### src/rtl/call_ret_seq_pkg.sv
// ============================================================================
// Module   : call_ret_seq_pkg
// Purpose  : Shared processor definitions: opcodes, sequencer states and
//            request kinds used by the CALL/RET/INT/RTI stack sequencer.
// Revision : 1.0
// ============================================================================
`default_nettype none

package call_ret_seq_pkg;

    localparam logic [5:0] OP_CALL = 6'h30;
    localparam logic [5:0] OP_RET  = 6'h31;
    localparam logic [5:0] OP_INT  = 6'h32;
    localparam logic [5:0] OP_RTI  = 6'h33;

    typedef enum logic [3:0] {
        IDLE     = 4'd0,
        PUSH_HI  = 4'd1,
        PUSH_LO  = 4'd2,
        PUSH_FLG = 4'd3,
        POP_FLG  = 4'd4,
        POP_LO   = 4'd5,
        POP_HI   = 4'd6,
        VEC_LO   = 4'd7,
        VEC_HI   = 4'd8,
        DONE     = 4'd9
    } state_t;

    typedef enum logic [1:0] {
        KIND_CALL = 2'd0,
        KIND_RET  = 2'd1,
        KIND_INT  = 2'd2,
        KIND_RTI  = 2'd3
    } req_kind_t;

    // CALL and INT save the return PC and jump to a fresh target
    function automatic logic kind_pushes(input req_kind_t k);
        return (k == KIND_CALL) || (k == KIND_INT);
    endfunction

endpackage

`default_nettype wire

### src/rtl/call_ret_seq_stack_addr_unit.sv
// ============================================================================
// Module   : stack_addr_unit
// Purpose  : Stack pointer register with +/-1 update and stack address select
//            (pushes address SP, pops address SP+1).
// Revision : 1.0
// ============================================================================
`default_nettype none

module stack_addr_unit #(
    parameter logic [31:0] RST_SP = 32'h000F_FFFF
) (
    input  logic        clk,
    input  logic        rst_n,
    input  logic        dec,
    input  logic        inc,
    input  logic        pop_sel,
    output logic [31:0] sp,
    output logic [31:0] addr
);

    logic [31:0] r_sp;

    always_ff @(posedge clk or negedge rst_n) begin
        if (!rst_n) begin
            r_sp <= RST_SP;
        end else if (dec) begin
            r_sp <= r_sp - 32'd1;
        end else if (inc) begin
            r_sp <= r_sp + 32'd1;
        end
    end

    assign sp   = r_sp;
    assign addr = pop_sel ? (r_sp + 32'd1) : r_sp;

endmodule

`default_nettype wire

### src/rtl/call_ret_seq.sv
// ============================================================================
// Module   : call_ret_seq
// Purpose  : Multi-cycle sequencer for CALL/RET/INT/RTI stack traffic,
//            stalling the pipeline until the PC load in DONE.
// Revision : 1.0
// ============================================================================
`default_nettype none

module call_ret_seq
    import call_ret_seq_pkg::*;
#(
    parameter logic [31:0] RST_SP       = 32'h000F_FFFF,
    parameter logic [31:0] INT_VEC_ADDR = 32'h0000_0000
) (
    input  logic        clk,
    input  logic        rst_n,
    input  logic        call_req,
    input  logic        ret_req,
    input  logic        int_req,
    input  logic        rti_req,
    input  logic [31:0] pc_in,
    input  logic [31:0] target_in,
    input  logic [2:0]  flags_in,
    input  logic [15:0] mem_rdata,
    input  logic        mem_ready,
    output logic [31:0] mem_addr,
    output logic [15:0] mem_wdata,
    output logic        mem_read,
    output logic        mem_write,
    output logic [31:0] sp_out,
    output logic [31:0] pc_out,
    output logic        pc_we,
    output logic [2:0]  flags_out,
    output logic        flags_we,
    output logic        stall
);

    state_t      r_state;
    state_t      w_next;
    req_kind_t   r_kind;
    req_kind_t   w_kind;
    logic        w_accept;
    logic [31:0] r_pc;
    logic [31:0] r_target;
    logic [2:0]  r_flags;
    logic        w_sp_dec;
    logic        w_sp_inc;
    logic        w_pop_sel;
    logic [31:0] w_stack_addr;

    stack_addr_unit #(
        .RST_SP (RST_SP)
    ) u_stack (
        .clk     (clk),
        .rst_n   (rst_n),
        .dec     (w_sp_dec),
        .inc     (w_sp_inc),
        .pop_sel (w_pop_sel),
        .sp      (sp_out),
        .addr    (w_stack_addr)
    );

    always_comb begin
        w_accept = int_req | call_req | rti_req | ret_req;
        if (int_req) begin
            w_kind = KIND_INT;
        end else if (call_req) begin
            w_kind = KIND_CALL;
        end else if (rti_req) begin
            w_kind = KIND_RTI;
        end else begin
            w_kind = KIND_RET;
        end
    end

    always_ff @(posedge clk or negedge rst_n) begin
        if (!rst_n) begin
            r_state <= IDLE;
        end else begin
            r_state <= w_next;
        end
    end

    // Target doubles as the vector holder; PC doubles as the popped return PC
    always_ff @(posedge clk or negedge rst_n) begin
        if (!rst_n) begin
            r_kind   <= KIND_CALL;
            r_pc     <= 32'd0;
            r_target <= 32'd0;
            r_flags  <= 3'd0;
        end else begin
            case (r_state)
                IDLE: begin
                    if (w_accept) begin
                        r_kind   <= w_kind;
                        r_pc     <= pc_in;
                        r_target <= target_in;
                        r_flags  <= flags_in;
                    end
                end
                POP_FLG: if (mem_ready) r_flags         <= mem_rdata[2:0];
                POP_LO:  if (mem_ready) r_pc[15:0]      <= mem_rdata;
                POP_HI:  if (mem_ready) r_pc[31:16]     <= mem_rdata;
                VEC_LO:  if (mem_ready) r_target[15:0]  <= mem_rdata;
                VEC_HI:  if (mem_ready) r_target[31:16] <= mem_rdata;
                default: ;
            endcase
        end
    end

    always_comb begin
        w_next    = r_state;
        mem_addr  = 32'd0;
        mem_wdata = 16'd0;
        mem_read  = 1'b0;
        mem_write = 1'b0;
        pc_out    = 32'd0;
        pc_we     = 1'b0;
        flags_out = 3'd0;
        flags_we  = 1'b0;
        stall     = 1'b1;
        w_sp_dec  = 1'b0;
        w_sp_inc  = 1'b0;
        w_pop_sel = 1'b0;
        case (r_state)
            IDLE: begin
                // Requests may be held high during reset; keep stall quiet then
                stall = w_accept & rst_n;
                if (w_accept) begin
                    if (kind_pushes(w_kind)) begin
                        w_next = PUSH_HI;
                    end else if (w_kind == KIND_RTI) begin
                        w_next = POP_FLG;
                    end else begin
                        w_next = POP_LO;
                    end
                end
            end
            PUSH_HI: begin
                mem_write = 1'b1;
                mem_addr  = w_stack_addr;
                mem_wdata = r_pc[31:16];
                w_sp_dec  = mem_ready;
                if (mem_ready) w_next = PUSH_LO;
            end
            PUSH_LO: begin
                mem_write = 1'b1;
                mem_addr  = w_stack_addr;
                mem_wdata = r_pc[15:0];
                w_sp_dec  = mem_ready;
                if (mem_ready) w_next = (r_kind == KIND_INT) ? PUSH_FLG : DONE;
            end
            PUSH_FLG: begin
                mem_write = 1'b1;
                mem_addr  = w_stack_addr;
                mem_wdata = {13'd0, r_flags};
                w_sp_dec  = mem_ready;
                if (mem_ready) w_next = VEC_LO;
            end
            VEC_LO: begin
                mem_read = 1'b1;
                mem_addr = INT_VEC_ADDR;
                if (mem_ready) w_next = VEC_HI;
            end
            VEC_HI: begin
                mem_read = 1'b1;
                mem_addr = INT_VEC_ADDR + 32'd1;
                if (mem_ready) w_next = DONE;
            end
            POP_FLG: begin
                mem_read  = 1'b1;
                w_pop_sel = 1'b1;
                mem_addr  = w_stack_addr;
                w_sp_inc  = mem_ready;
                if (mem_ready) w_next = POP_LO;
            end
            POP_LO: begin
                mem_read  = 1'b1;
                w_pop_sel = 1'b1;
                mem_addr  = w_stack_addr;
                w_sp_inc  = mem_ready;
                if (mem_ready) w_next = POP_HI;
            end
            POP_HI: begin
                mem_read  = 1'b1;
                w_pop_sel = 1'b1;
                mem_addr  = w_stack_addr;
                w_sp_inc  = mem_ready;
                if (mem_ready) w_next = DONE;
            end
            DONE: begin
                pc_we  = 1'b1;
                pc_out = kind_pushes(r_kind) ? r_target : r_pc;
                if (r_kind == KIND_RTI) begin
                    flags_we  = 1'b1;
                    flags_out = r_flags;
                end
                w_next = IDLE;
            end
            default: begin
                stall  = 1'b0;
                w_next = IDLE;
            end
        endcase
    end

endmodule

`default_nettype wire

### config.mk
export PLATFORM = sky130hd
export DESIGN_NAME = call_ret_seq
export DESIGN_NICKNAME = d
export VERILOG_FILES = /design/src/rtl/call_ret_seq_pkg.sv /design/src/rtl/call_ret_seq_stack_addr_unit.sv /design/src/rtl/call_ret_seq.sv
export SDC_FILE = /design/constraint.sdc
export NUM_CORES = 1
export LEC_CHECK = 0
export CAP_MARGIN = 10
export CORE_UTILIZATION = 40
export CTS_BUF_LIST = sky130_fd_sc_hd__clkbuf_4
export DETAILED_ROUTE_END_ITERATION = 7
export PLACE_DENSITY = 0.72
export SETUP_SLACK_MARGIN = 0.2
export SLEW_MARGIN = 20
export SYNTH_ARGS = -nofsm -noshare
export SYNTH_HDL_FRONTEND = slang
export SYNTH_HIERARCHICAL = 1
export SYNTH_SLANG_ARGS = --single-unit
### constraint.sdc
create_clock -name clk -period 6.7 [get_ports clk]
set_input_delay 1.34 -clock clk [delete_from_list [all_inputs] [get_ports clk]]
set_output_delay 1.34 -clock clk [all_outputs]
set_load 0.01 [all_outputs]
; After elaboration in Yosys (flattened, before gate mapping)
; Index checks and enable logic that the tools add are counted.
[totals]
reg_bits = 105
input_bits = 90
output_inout_bits = 120
word_cells = 104
[op_classes]
add_sub_neg = 2
n_eq_ne = 23
mux = 43
n_bitwise = 4
n_reduce_logical = 24
[op_table]
columns = op, count
row1 = 2-to-1 mux 32 bit, 7
row2 = case mux 16 bit (2 select lines), 4
row3 = case mux 32 bit (2 select lines), 1
row4 = case mux 16 bit (3 select lines), 1
row5 = 2-to-1 mux 4 bit, 9
row6 = adder 32 x 1 -> 32 bit (second input constant), 1
row7 = case mux 4 bit (8 select lines), 1
row8 = subtractor 32 x 1 -> 32 bit (second input constant), 1
row9 = != test 2 bit (second input constant), 9
row10 = == test 4 x 3 -> 1 bit (second input constant), 4
row11 = 2-to-1 mux 16 bit, 1
row12 = 2-to-1 mux 3 bit, 5
row13 = AND reduction 3 bit, 5
row14 = nonzero test 2 bit, 6
row15 = 2-to-1 mux 1 bit, 9
row16 = OR reduction 9 bit, 1
row17 = == test 2 bit (second input constant), 4
row18 = == test 4 x 2 -> 1 bit (second input constant), 2
row19 = == test 4 bit (second input constant), 2
row20 = AND reduction 8 bit, 1
row21 = 2-to-1 mux 2 bit, 3
row22 = case mux 3 bit (2 select lines), 1
row23 = OR reduction 3 bit, 2
row24 = OR reduction 6 bit, 1
row25 = 11 further kinds, 15

; Longest topological paths before layout
[depth]
word_depth = 8
mapped_depth = 11

; By module
; The synthesis kept the hierarchy.
[by_module_without_submodules]
columns = mod, n_inst, cells_each, area_each_um2
row1 = call_ret_seq, 1, 512, 4873.4
row2 = stack_addr_unit, 1, 285, 2433.6

; Worst setup path before layout
; OpenSTA, ideal clock, no wires.
[synth_timing]
kind = reg2out
start = reg r_state[3]
end = out mem_addr[14]
arrival_time_ps = 2352
setup_slack_ps = 3008
stages_incl_launch_ff = 11
path_cell_list = dfrtp_1 -> buf_2 -> nand2b_1 -> buf_2 -> a21oi_1 -> clkbuf_1 -> inv_1 -> nor4_1 -> nand3_1 -> xnor2_1 -> and2_1
[synth_via]
elab_chain_len = 5
elab_cells_between_ends = 12
cone_classes = eq/ne: 7 / mux: 3 / reduce/logical: 2
[synth_rtl]
columns = item, line_no
row1 = "start, declared", call_ret_seq.sv:38  ; state_t r_state;
row2 = "start signal, assigned", call_ret_seq.sv:80  ; r_state <= w_next;
row3 = == test 4 x 3 -> 1 bit, call_ret_seq.sv:125  ; case (r_state)
row4 = OR reduction 3 bit (no line) *, n/a
row5 = 2-to-1 mux 1 bit *, call_ret_seq.sv:125
row6 = net w_pop_sel, call_ret_seq.sv:48  ; logic w_pop_sel;
row7 = 2-to-1 mux 32 bit *, call_ret_seq_stack_addr_unit.sv:34  ; assign addr = pop_sel ? (r_sp + 32'd1) : r_sp;
row8 = net w_stack_addr[14], call_ret_seq.sv:49  ; logic [31:0] w_stack_addr;
row9 = case mux 32 bit (2 select lines) *, call_ret_seq.sv:125
row10 = "end, declared", call_ret_seq.sv:26  ; output logic [31:0] mem_addr,
; Mark *: on every way through the listed nets, which the timed path passes. The rest lies on a longest branch.

; Final worst setup path
[layout_timing]
start = reg r_state[2]
end = out mem_addr[25]
; Same word-level chain as after synthesis.

==> results.ini <==
[run_status]
status=finished, final reports clean

[worst_setup_path]
reg2reg_to=u_stack/sp[17]
r2r_cells=7
cp-endpoint=mem_addr[25]
arrival_ps=3830
critPathLaunch=r_state[2]
end_kind=primary output
required_ps=5360
r2r_start=r_state[1]
r2r_slack_ps=3330
path_max_fanout=16
critPathLaunchType=register
criticalPathCategory=reg -> out

[timing]
final.period_utilization_pct=77.2
fin_ws_ps=1530
period_needed_ps=5170
worst_slew_pin_slew_ps=1110
finalClockSkew_ps=16.5
max_freq_mhz=193
final-hold-violation-count=0
setup_tns_ps=0
rsz0062_at_grt=false
setup_violations=0
slew_violations=0
slew-limit-headroom_pct=26.0

[final_layout]
finalNetCount=1051
area_growth_pct=30.5
layout-drive-gt1-share_pct=11.7

[die]
pin_count=210
die_area_um2=18800
num_rows=49
coreArea_um2=17900
die-width_um=137
die_height_um=137
initial_core_util_pct=40.8

[yosys]
ys_top_cells_by_area=dfrtp_1 29%, mux2i_1 14%, dfstp_2 7.2%, nor2_1 6.2%, a21oi_2 5.0%
synth_top_area_share_pct=29.1
ys_ff_latch=105
yosys_warnings=6
synth_seq_area_share_pct=36.3
avgSynthCellArea_um2=9.17
postSynthCellCount=797
synth_ff_type=dfrtp_1
yosys.area.top_type=dfrtp_1
synthArstFlopShare_pct=100
synth_edf_count=0
syn_area_um2=7310
synth.distinct_cells=61
syn_nets=889

[clocking]
cts_buffers=9
cts_setup_buffers=0
clock_sinks=105
cts_resized=0
clock_path_buffers=2
clk_pin_slew_ps=150
cts.htree.levels=3
cts_hold_buf=0
cts_tree=done
root_buffer=clkbuf_4
clk_latency_ps=490

[global_routing]
grt_pass1_wl_mm=32.5
grt_max_degree=56
grt_use_total_pct=22.7
antenna_found_initial=2
grt_pass1_vias=5938
grt_remaining_overflow=0

[route]
drtIter0Drc=428
viasPerCell=5.37
wl_per_cell_um=17.7
drtAntennaViolNets=0
drc=0
firstDrtPassIters=5
drt-total-wl_mm=21.2
vias=6414

[placement]
dpl.hpwl_mm=15.8
dpl_worst_slack_ps=1980
port_buffers=209
gp_congestion=0.837

[min_path]
min_from=r_target[2]
holdPathStages=2
min_path_type=reg -> reg

[pwr]
fin_total_pwr_mw=3.90
p_leak_nw=3.64
power_density_nw_per_um2=408
vdd.ir_drop.worst_mv=0.235

[run]
maxCapViolCount=0

-- cell families after synthesis --
family / after synthesis / synth area share (%)
muxes: 102 / 14.0
xor gates and xnor gates: 63 / 7.55
and+or+nand+nor: 312 / 21.8
buffers and inverters: 74 / 5.39
DFF: 105 / 36.3
adders and majority gates: 2 / 0.342
AOI/OAI and AO/OA: 139 / 14.6
-- cells in the final DEF (no fill, tap or decap), types with 3 or more instances in the layout --
cell type          n
buf_4              8
or2_2              3
xor2_1            24
o22ai_4            3
nor2_2            10
a21oi_1           33
clkdlybuf4s50_1  208
nor2_1           121
nor3_1            13
nor4_1            16
dfrtp_1           84
a22o_1            13
o32ai_1            5
o21ai_0           17
dfstp_2           20
nand3_1           23
or4_4              4
mux2i_1          102
a31oi_1            5
clkbuf_4           9
and2_1            38
o31ai_1            4
a21oi_2           42
or3_1              4
nand4_1            9
nor2b_1            7
nand2_1           33
clkinv_1           3
a32oi_1            3
xnor2_1           39
inv_1              8
nand2b_1           6
and3_1             8
-- registers in the layout, indices dropped and copies added (netlist names) --
name,cells
r_flags,3
r_kind,2
r_pc,32
r_state,4
r_target,32
u_stack/sp,32
-- worst max-delay path, stage by stage (launching register included) --
cell	delay (ps)
dfrtp_1	700
nand2b_1	330
a21oi_1	220
buf_4	210
nand4_1	120
nor3_1	490
and2_0	350
nand3_1	140
xnor2_1	150
and2_1	130
clkdlybuf4s50_1	520
-- worst min path at each step --
| stage | slack, ps | to |
|---|---|---|
| final | 540 | r_target[2] |
| after global routing | 550 | u_stack/sp[17] |
| after CTS | 540 | u_stack/sp[31] |
| after detailed placement | 500 | r_target[2] |
| after global placement | 500 | r_target[2] |
| after floorplan | 460 | r_flags[0] |
-- layer usage --
| layer | up-vias | track usage [%] | wire length (um) |
|---|---|---|---|
| li1 | 3103 | - | - |
| met1 | 3049 | 31.3 | 9660 |
| met2 | 231 | 35.3 | 9690 |
| met3 | 29 | 4.56 | 1320 |
| met4 | 2 | 7.69 | 469 |
| met5 | - | 0 | 13 |
-- synthesized netlist by cell type, types with 3 or more instances --
cell type / number
o21ai_0: 17
o22ai_4: 3
nand2_1: 33
buf_2: 18
buf_6: 10
nand3_1: 23
nor2_2: 10
a21oi_2: 42
dfstp_2: 20
inv_1: 8
clkbuf_1: 32
nor2b_1: 7
xnor2_1: 39
nand4_1: 9
or3_1: 4
mux2i_1: 102
a32oi_1: 3
a21oi_1: 33
o31ai_1: 4
nand2b_1: 6
and3_1: 8
a22o_1: 13
or2_2: 3
nor4_1: 16
and2_1: 38
or4_4: 4
a31oi_1: 5
nor2_1: 121
nor3_1: 14
buf_4: 5
xor2_1: 24
o32ai_1: 5
dfrtp_1: 85
-- metrics by stage --
step / hold WS [ps] / util, % / cell area (um^2) / instances
6_report: 536 / 53.3 / 9540 / 1195
5_1_grt: 550 / 53.3 / 9540 / 1194
4_1_cts: 538 / 53.1 / 9510 / 1192
3_5_place_dp: 504 / 52.4 / 9380 / 1176
3_3_place_gp: 498 / 52.4 / 9380 / 1176
2_1_floorplan: 463 / - / 7310 / 797
-- power breakdown --
group	switching (mW)	internal [mW]
clock	0.227	0.111
combinational	1.09	1.12
sequential	0.410	0.942
total	1.72	2.17
-- final cells by class --
cell class	instances	area, um^2
clock buffer	9	67.6
clock inverter	7	60.1
antenna	2	5.00
timing repair buffer	217	2170
fill	1676	8360
tap	229	287
sequential	105	2650
inverter	8	30.0
multi-input combinational	618	4270
(Power assumes the default switching activity.)
